$ cat config.mk
export PLATFORM = sky130hd
export DESIGN_NAME = mem_sweep_tester
export DESIGN_NICKNAME = d
export VERILOG_FILES = /design/src/rtl/mem_test_pkg.sv /design/src/rtl/mem_pattern_gen.sv /design/src/rtl/mem_sweep_tester.sv
export SDC_FILE = /design/constraint.sdc
export NUM_CORES = 1
export LEC_CHECK = 0
export ABC_AREA = 1
export CORE_MARGIN = 4
export CORE_UTILIZATION = 25
export DETAILED_ROUTE_END_ITERATION = 8
export SYNTH_ARGS = -nofsm -noshare
export SYNTH_HDL_FRONTEND = slang
export SYNTH_SLANG_ARGS = --single-unit
$ cat constraint.sdc
create_clock -name clk -period 2 [get_ports clk]
set_input_delay 0.6 -clock clk [delete_from_list [all_inputs] [get_ports clk]]
set_output_delay 0.6 -clock clk [all_outputs]
set_load 0.05 [all_outputs]
$ cat src/rtl/mem_test_pkg.sv
// rtl/mem_test_pkg.sv - shared types for the BRAM sweep tester
package mem_test_pkg;

  typedef enum logic [2:0] {
    IDLE,
    WRITE,
    READ,
    DRAIN,
    DONE
  } state_t;

  typedef enum logic [1:0] {
    PAT_FILL,
    PAT_ADDR,
    PAT_NADDR,
    PAT_CHECK
  } pat_t;

endpackage

$ cat src/rtl/mem_pattern_gen.sv
// rtl/mem_pattern_gen.sv - combinational test pattern for one address
module mem_pattern_gen
  import mem_test_pkg::*;
#(
  parameter int WID_MEM = 2
) (
  input  logic [1:0]         pat_sel,
  input  logic [WID_MEM-1:0] fill,
  input  logic [31:0]        addr,
  output logic [WID_MEM-1:0] data
);

  // Only the low address bits feed the pattern; the rest are truncated away.
  logic unused_addr_hi;
  assign unused_addr_hi = ^addr[31:WID_MEM];

  // Select the expected word for this address.
  always_comb begin
    data = fill;
    case (pat_t'(pat_sel))
      PAT_FILL:  data = fill;
      PAT_ADDR:  data = addr[WID_MEM-1:0];
      PAT_NADDR: data = ~addr[WID_MEM-1:0];
      PAT_CHECK: data = addr[0] ? ~fill : fill;
      default:   data = fill;
    endcase
  end

endmodule

$ cat src/rtl/mem_sweep_tester.sv
// rtl/mem_sweep_tester.sv - write/verify sweep over a BRAM with error capture
module mem_sweep_tester
  import mem_test_pkg::*;
#(
  parameter int WID_MEM   = 2,
  parameter int DEPTH_MEM = 32768,
  parameter int PARK_ADDR = DEPTH_MEM - 1,
  parameter int CNT_W     = 16
) (
  input  logic               clk,
  input  logic               reset,
  input  logic               start,
  input  logic               mode,
  input  logic [1:0]         pat_sel,
  input  logic [WID_MEM-1:0] fill,
  output logic [31:0]        raddr,
  output logic [31:0]        waddr,
  output logic [WID_MEM-1:0] din,
  input  logic [WID_MEM-1:0] dout,
  output logic               busy,
  output logic               done,
  output logic               pass,
  output logic [CNT_W-1:0]   err_count,
  output logic [31:0]        first_err_addr,
  output logic [WID_MEM-1:0] first_err_data
);

  // Last swept address (N-1); the park word sits just above it.
  localparam logic [31:0] LAST = 32'(DEPTH_MEM - 2);
  localparam logic [31:0] PARK = 32'(PARK_ADDR);

  state_t             state, state_nxt;
  logic [31:0]        a, a_nxt;
  logic [WID_MEM-1:0] pat_nxt;

  logic [31:0]        raddr_d, waddr_d;
  logic [WID_MEM-1:0] din_d;
  logic               busy_d, done_d, rd_d;

  logic               rd_r;
  logic [WID_MEM-1:0] exp_r;
  logic               p_valid;
  logic [31:0]        p_addr;
  logic [WID_MEM-1:0] p_exp;
  logic               seen;
  logic               accept;
  logic               mism;

  assign accept = (state == IDLE) && start;
  assign mism   = p_valid && (dout != p_exp);

  // Pattern is evaluated on the next address so din and the expected word
  // can be registered in step with waddr/raddr.
  mem_pattern_gen #(.WID_MEM(WID_MEM)) u_pat (
    .pat_sel(pat_sel),
    .fill   (fill),
    .addr   (a_nxt),
    .data   (pat_nxt)
  );

  // State and sweep counter registers.
  always_ff @(posedge clk or negedge reset) begin
    if (!reset) begin
      state <= IDLE;
      a     <= '0;
    end else begin
      state <= state_nxt;
      a     <= a_nxt;
    end
  end

  // Next state and next address.
  always_comb begin
    state_nxt = state;
    a_nxt     = '0;
    case (state)
      IDLE:  if (start) state_nxt = mode ? WRITE : READ;
      WRITE: if (a == LAST) state_nxt = READ;  else a_nxt = a + 32'd1;
      READ:  if (a == LAST) state_nxt = DRAIN; else a_nxt = a + 32'd1;
      DRAIN: state_nxt = DONE;
      DONE:  state_nxt = IDLE;
      default: state_nxt = IDLE;
    endcase
  end

  // Output values for the coming cycle; writes go to the park word unless writing.
  always_comb begin
    raddr_d = '0;
    waddr_d = PARK;
    din_d   = '0;
    busy_d  = 1'b0;
    done_d  = 1'b0;
    rd_d    = 1'b0;
    case (state_nxt)
      WRITE: begin
        waddr_d = a_nxt;
        din_d   = pat_nxt;
        busy_d  = 1'b1;
      end
      READ: begin
        raddr_d = a_nxt;
        rd_d    = 1'b1;
        busy_d  = 1'b1;
      end
      DRAIN:   busy_d = 1'b1;
      DONE:    done_d = 1'b1;
      default: ;
    endcase
  end

  // Registered memory-side outputs and the compare pipeline that tracks dout latency.
  always_ff @(posedge clk or negedge reset) begin
    if (!reset) begin
      raddr   <= '0;
      waddr   <= PARK;
      din     <= '0;
      busy    <= 1'b0;
      done    <= 1'b0;
      rd_r    <= 1'b0;
      exp_r   <= '0;
      p_valid <= 1'b0;
      p_addr  <= '0;
      p_exp   <= '0;
    end else begin
      raddr   <= raddr_d;
      waddr   <= waddr_d;
      din     <= din_d;
      busy    <= busy_d;
      done    <= done_d;
      rd_r    <= rd_d;
      exp_r   <= pat_nxt;
      p_valid <= rd_r;
      p_addr  <= raddr;
      p_exp   <= exp_r;
    end
  end

  // Error accounting; pass is decided in DRAIN so it is valid alongside done.
  always_ff @(posedge clk or negedge reset) begin
    if (!reset) begin
      err_count      <= '0;
      first_err_addr <= '0;
      first_err_data <= '0;
      pass           <= 1'b0;
      seen           <= 1'b0;
    end else if (accept) begin
      err_count      <= '0;
      first_err_addr <= '0;
      first_err_data <= '0;
      pass           <= 1'b0;
      seen           <= 1'b0;
    end else begin
      if (mism) begin
        if (err_count != '1) err_count <= err_count + CNT_W'(1);
        if (!seen) begin
          seen           <= 1'b1;
          first_err_addr <= p_addr;
          first_err_data <= dout;
        end
      end
      if (state == DRAIN) pass <= (err_count == '0) && !mism;
    end
  end

endmodule

# After elaboration in Yosys (flattened, before gate mapping)
# Cells that the tools add are included.
# W data, S select, Z words.
[op_classes]
n_addsub = 2
n_eq_ne = 14
muxes = 28
bitwise_logic = 2
reduce_logical = 14
[ops]
columns = ["cell", "count"]
rows = [
  ["$mux W32", 7],
  ["$mux W16", 3],
  ["$add A32 B1 Y32 const B", 1],
  ["$eq A32 B15 Y1 const B", 1],
  ["$add A16 B1 Y16 const B", 1],
  ["$logic_not A16 Y1", 1],
  ["$ne A16 B16 Y1 const B", 1],
  ["$eq A3 B2 Y1 const B", 4],
  ["$mux W2", 6],
  ["$pmux W3 S4", 1],
  ["$mux W3", 3],
  ["$pmux W2 S4", 1],
  ["$mux W1", 7],
  ["$eq A3 B1 Y1 const B", 2],
  ["$reduce_bool A2 Y1", 3],
  ["$eq A2 B2 Y1 const B", 2],
  ["$not A2 Y2", 2],
  ["$reduce_and A2 Y1", 2],
  ["$eq A3 B3 Y1 const B", 1],
  ["$logic_and A1 B1 Y1", 3],
  ["$logic_not A3 Y1", 1],
  ["$reduce_or A3 Y1", 1],
  ["$eq A2 B1 Y1 const B", 1],
  ["$logic_not A2 Y1", 1],
  ["other kinds (4)", 4],
]
[word_totals]
regBits = 193
inputBits = 10
output_inout_bits = 119
elab_cells = 77

# Longest topological paths before layout
# Gate-level depths: netlist of run 1.
[depth]
ltp_word = 6
depth_mapped = 13
mapped_depth_nobuf = 13

# Cells and area by module
# A second synthesis of run 1 with hierarchy kept.
[unflattened]
cells_unflattened = 886
hier_area_um2 = 7996.4
[by_module_without_submodules]
columns = ["module", "instances", "cells_per_inst", "area_per_inst_um2", "seq_area_each_um2"]
rows = [
  ["mem_sweep_tester", 1, 866, 7910.1, 4848.4],
  ["mem_pattern_gen", 1, 20, 86.3, 0.0],
]

# Worst setup path before layout of run 1
# Ideal clock, no wire load.
[synth_timing]
path_type = "register -> register"
startpoint = "register err_count[1]"
endpoint = "register err_count[15]"
setup_time_ns = 0.127
arrival_time_ns = 1.882
setup_slack_ns = -0.010
path_stages_with_launch = 12
path_buffers = 1
path_cell_list = "dfrtp_1 > ha_1 > nand3_1 > inv_1 > nand2_1 > nor2_1 > nand2_1 > nand2_2 > inv_1 > buf_2 > nand3_1 > o21ai_0"
[synth_via]
elab_chain_len = 4
elab_cells_between_ends = 7
[synth_rtl]
columns = ["item", "line_no", "rtl"]
rows = [
  ["start, declared", "mem_sweep_tester.sv:23", "output logic [CNT_W-1:0] err_count,"],
  ["start signal, assigned", "mem_sweep_tester.sv:154", "if (err_count != '1) err_count <= err_count + CNT_W'(1);"],
  ["$add A16 B1 Y16", "mem_sweep_tester.sv:154", ""],
  ["$mux W16", "mem_sweep_tester.sv:154", ""],
  ["$mux W16", "mem_sweep_tester.sv:153", "if (mism) begin"],
  ["$mux W16", "mem_sweep_tester.sv:146", "end else if (accept) begin"],
]
# Parallel ways exist; a longest one is shown, timed or not. The select of a mux whose other input is x is not followed.
# A chain may end at the register's enable or synchronous reset.

# Worst setup path in the final report of run 1
[layout_timing]
startpoint = "input port start"
endpoint = "register first_err_addr[18]"
[layout_via]
elab_chain_len = 3
elab_cells_between_ends = 5
[layout_rtl]
columns = ["item", "line_no", "rtl"]
rows = [
  ["start, declared", "mem_sweep_tester.sv:12", "input logic start,"],
  ["$logic_and A1 B1 Y1 (*)", "mem_sweep_tester.sv:49", "assign accept = (state == IDLE) && start;"],
  ["$ne A2 B1 Y1 (no line) / $reduce_bool A2 Y1 (equally long branches)", "n/a", ""],
  ["$reduce_and A2 Y1 (no line)", "n/a", ""],
  ["end signal, assigned", "mem_sweep_tester.sv:157", "first_err_addr <= p_addr;"],
  ["end, declared", "mem_sweep_tester.sv:24", "output logic [31:0] first_err_addr,"],
]
# Mark *: on every way between the ends. The rest lies on a longest branch, timed or not.

==> flow_metrics.tcl, run 1 <==
set metrics [dict create \
    numClockSinks 193 \
    ioPinCount 129 \
    fin_nets 997 \
    mostFrequentLayoutCell "dfrtp_1" \
    grt_max_degree 46 \
    synth_fp_nets 833 \
    rsz0062_at_grt "yes" \
    clock_path_buffers 2 \
    powerDensity_nw_per_um2 1090 \
    syn-instance-count 819 \
    synth.cell_area_um2 7820 \
    cts_tree "built" \
    status "complete, no violations" \
    port_buffers 128 \
    peakVddDrop_v 0.000450 \
    final_core_util_pct 34.2 \
    antenna_found_initial 0 \
    die_x_um 185 \
    grt_first_pass_wirelength_mm 31.7 \
    numCtsBuffers 17 \
    critPathMaxFanout 17 \
    power.leakage_uw 0.00518 \
    max-slew-margin-rel_pct 72.6 \
    synth_ff_type "dfrtp_1" \
    place_congestion 0.926 \
    seq_area_frac_synth_pct 62.0 \
    wl_mm 20.2 \
    cts.root.buffer_cell "clkbuf_16" \
    synth-edff-count 0 \
    fin_skew_ps 12.4 \
    core_area_um2 30700 \
    die_h_um 185 \
    hold_viol 0 \
    grtUsageTotal_pct 11.9 \
    clkTransAtPathRegs_ps 80 \
    worst-setup-path-type "input pin to flip-flop" \
    hold_class "input pin to async pin" \
    grt_pass1_vias 5843 \
    async_reset_ff_share_pct 100 \
    synth_seq_cells 193 \
    drive_gt1_share_pct 28.1 \
    slew_viol_final 0 \
    grt-ovfl-total 0 \
    clk-insertion-delay-late_ps 430 \
    rows 64 \
    ys_types 36 \
    diodes 0 \
    drtAntennaViolNets 0 \
    period_share_pct 95.0 \
    end_kind "flip-flop" \
    vias 5862 \
    required_ps 2350 \
    die-area_um2 34200 \
    maxCapViolations 0 \
    drc 0 \
    cp-start-kind "input pin" \
    arrival_ps 2250 \
    tightest_slew_ps 408 \
    area_delta_synth_final_pct 34.6 \
    fmax_mhz 526 \
    first_pass_iters 4 \
    drt_iter0_markers 303 \
    vias_per_cell 4.21 \
    mostFrequentLayoutCells "dfrtp_1, nand2_1, buf_4" \
    htree_levels 4 \
    place_hpwl_mm 15.2 \
    start_util_pct 25.4 \
    fin_crit_ps 1900 \
    fin_setup_tns_ps 0 \
    setup_violations 0 \
    synth_area_per_cell_um2 9.54 \
    wl_per_cell_um 14.5 \
    yosys_warnings 0 \
]
==> critical path, stage by stage <==
cell             delay (ps)
clkdlybuf4s50_1         560
nand4_1                 270
buf_4                   300
o21ai_4                 130
buf_4                   230
nand3_1                  70
o21ai_0                  80
==> area by class of cell <==
class                   instances  area, um^2
well taps                     396         495
fillers                      3119       20200
multi-input cells             473        2440
repair buffers                166        1590
flip-flops and latches        193        4850
clock inverters                10         170
inverters                     131         498
repair inverters                1        5.00
clock buffers                  22         474
==> synthesized netlist by cell type, drive strengths merged, types with 5 or more instances <==
cell type | n | share of area (%)
a21oi | 7 | 0.45
buf | 15 | 1.2
clkbuf | 7 | 0.34
dfrtp | 178 | 57
dfstp | 15 | 5.0
inv | 131 | 6.3
nand2 | 143 | 7.0
nand3 | 81 | 5.3
nand4 | 16 | 1.3
nor2 | 112 | 6.9
nor3 | 24 | 1.6
o21ai | 50 | 3.2
or2 | 5 | 0.40
xor2 | 13 | 1.5
==> cell families after synthesis <==
group | Yosys count | share of synthesized area, %
simple gates | 386 | 23.0
flops | 193 | 62.0
buf+inv | 153 | 7.83
compound gates | 67 | 4.72
xor+xnor | 16 | 1.79
fa+ha+maj | 4 | 0.640
==> metal layers <==
metal | wire length [um] | share of wire [%] | track usage, % | up-vias
li1 | - | - | - | 2890
met1 | 8680 | 43 | 15.0 | 2838
met2 | 10400 | 51 | 20.5 | 112
met3 | 812 | 4.0 | 2.51 | 22
met4 | 345 | 1.7 | 3.96 | 0
met5 | 0 | 0 | 0 | -
==> power by group <==
group          leakage [uW]  switching, uW  internal (uW)
Clock              0.000314           1500           2220
Sequential          0.00255            380           4380
Combinational       0.00232           2050            897
==> through the flow <==
step                hold slack [ps]  total power (uW)  setup slack [ps]  instances  area, um^2
floorplan                       304              6660              93.7        819        7820
global placement                337              7700              -262       1356        9770
detailed placement              339              7740              -323       1356        9770
CTS                            96.5             11500              67.9       1388       10400
global route                    113             12000             -33.4       1392       10500
finish                          105             11400               100       1392       10500
==> state kept, by name, summed over array words and instances (netlist names) <==
register        cells
p_addr             32
exp_r               2
done                1
first_err_addr     32
a                  32
raddr              32
seen                1
rd_r                1
state               3
p_exp               2
waddr              32
first_err_data      2
din                 2
p_valid             1
err_count          16
pass                1
busy                1
==> worst paths after layout <==
| kind | startpoint | to | slack [ps] | cells after the start |
|---|---|---|---|---|
| max in group asynchronous | reset | waddr[6] | 1250 | 2 |
| hold reg to reg | exp_r[1] | p_exp[1] | 350 | 0 |
| min in group clk | exp_r[1] | p_exp[1] | 350 | 0 |
| setup reg to reg | a[0] | raddr[20] | 100 | 13 |
| hold / removal | reset | err_count[6] | 100 | 1 |
| setup / recovery | start | first_err_addr[18] | 100 | 7 |
==> timing repair <==
| item | CTS | global route |
|---|---|---|
| gates resized for setup | 0 | 23 |
| hold buffers | 0 | 0 |
| buffers inserted | 0 | 3 |
| endpoints found under the setup margin | 0 | 62 |
No activity file was read; power rests on OpenSTA's default activity.
==> run 2, diff against run 1 <==
SLEW_MARGIN = 20   (was not set)
==> results of run 2 <==
Same layout as run 1: the final DEF is identical, and so are final timing and power.
==> run 3, diff against run 2 <==
CORE_ASPECT_RATIO = 0.5   (was not set)
DONT_BUFFER_PORTS = 1   (was not set)
==> flow_metrics.tcl, run 3 (same netlist as run 1, synthesis figures left out) <==
set metrics [dict create \
    fin_crit_ps 1890 \
    crit_start "a[24]" \
    status "finished with violations" \
    highest_layer "met4" \
    cts.root.buffer_cell "clkbuf_16" \
    fill_cells 3145 \
    hold_class "input pin to async pin" \
    htree_levels 4 \
    cp-start-kind "flip-flop" \
    fin_skew_ps 11.6 \
    vias 5479 \
    period_share_pct 94.7 \
    critPathMaxFanout 18 \
    first_pass_iters 6 \
    worst-setup-path-type "flip-flop to flip-flop" \
    wl_met1_mm 7.97 \
    layout_setup_ws_ps 106 \
    violations "negative hold slack" \
    dp_cells 1258 \
    placed_area_um2 8560 \
    tightest_slew_ps 630 \
    die_h_um 133 \
    area_delta_synth_final_pct 17.6 \
    die_x_um 258 \
    port_buffers 0 \
    ioPinCount 129 \
    die-area_um2 34300 \
    instances_no_fill 1289 \
    fmax_mhz 528 \
    final_core_util_pct 30.1 \
    power.leakage_uw 0.00437 \
    clock_path_buffers 2 \
    pre_cts_ws_ps 79.3 \
    drtAntennaViolNets 0 \
    grtUsageTotal_pct 11.2 \
    grt_max_degree 194 \
    arrival_ps 2260 \
    antenna_found_initial 0 \
    hold_viol 178 \
    reg2reg_from "a[24]" \
    place_congestion 0.889 \
    end_kind "flip-flop" \
    required_ps 2370 \
    max-slew-margin-rel_pct 58.0 \
    wl_mm 19.0 \
    dr_wl_met2_mm 10.0 \
    fin_area_um2 9200 \
    wl_per_cell_um 14.8 \
    hold_slack_ps -121 \
    clkTransAtPathRegs_ps 70 \
    maxCapViolations 0 \
    peakVddDrop_v 0.000436 \
    drc 0 \
    numCtsBuffers 17 \
    grt_pass1_vias 5521 \
    rows 45 \
    setup_violations 0 \
    rsz0062_at_grt "yes" \
    powerDensity_nw_per_um2 1150 \
    grt_first_pass_wirelength_mm 30.7 \
    slew_viol_final 0 \
    fin_nets 869 \
    vias_per_cell 4.25 \
    mostFrequentLayoutCell "dfrtp_1" \
    met3_length_um 569 \
    grt-ovfl-total 0 \
    numClockSinks 193 \
    drive_gt1_share_pct 17.1 \
    core_area_um2 30600 \
    clk-insertion-delay-late_ps 430 \
    diodes 0 \
    place_hpwl_mm 14.0 \
    mostFrequentLayoutCells "dfrtp_1, nand2_1, inv_1" \
    cts_tree "built" \
    start_util_pct 25.6 \
    drt_iter0_markers 407 \
]
[run 3: cell count changes in the layout (fill, tap and decap cells not counted), sizes merged]
cell / previous run / this run
clkbuf: 23 / 17
clkdlybuf4s50: 8 / 0
buf: 157 / 39
inv: 134 / 135
bufinv: 4 / 1
clkinv: 1 / 5
[run 3: power breakdown]
group,leakage [uW],internal (uW),switching (uW)
clock network,0.000275,1750,1590
logic,0.00154,580,1230
registers,0.00255,4370,1040
[run 3: path summary, 6_finish.rpt]
check	slack, ps	end	cells past startpoint
worst max-delay path	110	raddr[28]	12
worst min-delay path	-120	a[1]	0
worst max register to register	110	raddr[28]	12
worst min register to register	350	p_exp[0]	0
max in group asynchronous	1770	a[27]	0
min in group clk	310	exp_r[1]	2
[run 3: per-layer routing]
metal / global-route usage (%) / up-vias
met5: 0 / -
met2: 20.0 / 98
met3: 2.58 / 22
li1: - / 2641
met1: 13.3 / 2718
met4: 4.18 / 0
[run 3: area by class of cell]
cell class	count	area, um^2	share of cell area, %
Sequential cell	193	4850	52.8
Multi-Input combinational cell	473	2400	26.1
Tap cell	423	529	5.76
Inverter	131	500	5.44
Clock buffer	17	425	4.63
Timing Repair Buffer	39	343	3.73
Clock inverter	13	144	1.56
[run 3: critical path: stages (launching register included)]
cell	delay, ps
dfrtp_1	430
inv_1	110
nand2_1	60
nor2_1	130
nand2_1	70
nor2_1	190
nand2_4	140
nand2_1	130
o211ai_2	130
nor2_4	110
inv_2	70
buf_12	160
nor2_2	80
[run 3: metrics by stage]
step	hold WS, ps	total power, uW	setup TNS (ps)
after floorplan	304	6660	0
after global placement	316	7220	0
after detailed placement	314	7270	0
after CTS	-160	10700	0
after global routing	-158	11100	-3.16
final	-121	10600	0
[run 3: what timing repair did]
action | 4_1_cts | 5_1_grt
setup buffers | 0 | 1
endpoints found under the hold margin | 178 | 180
gates resized for setup | 0 | 15
setup endpoints to repair | 0 | 38
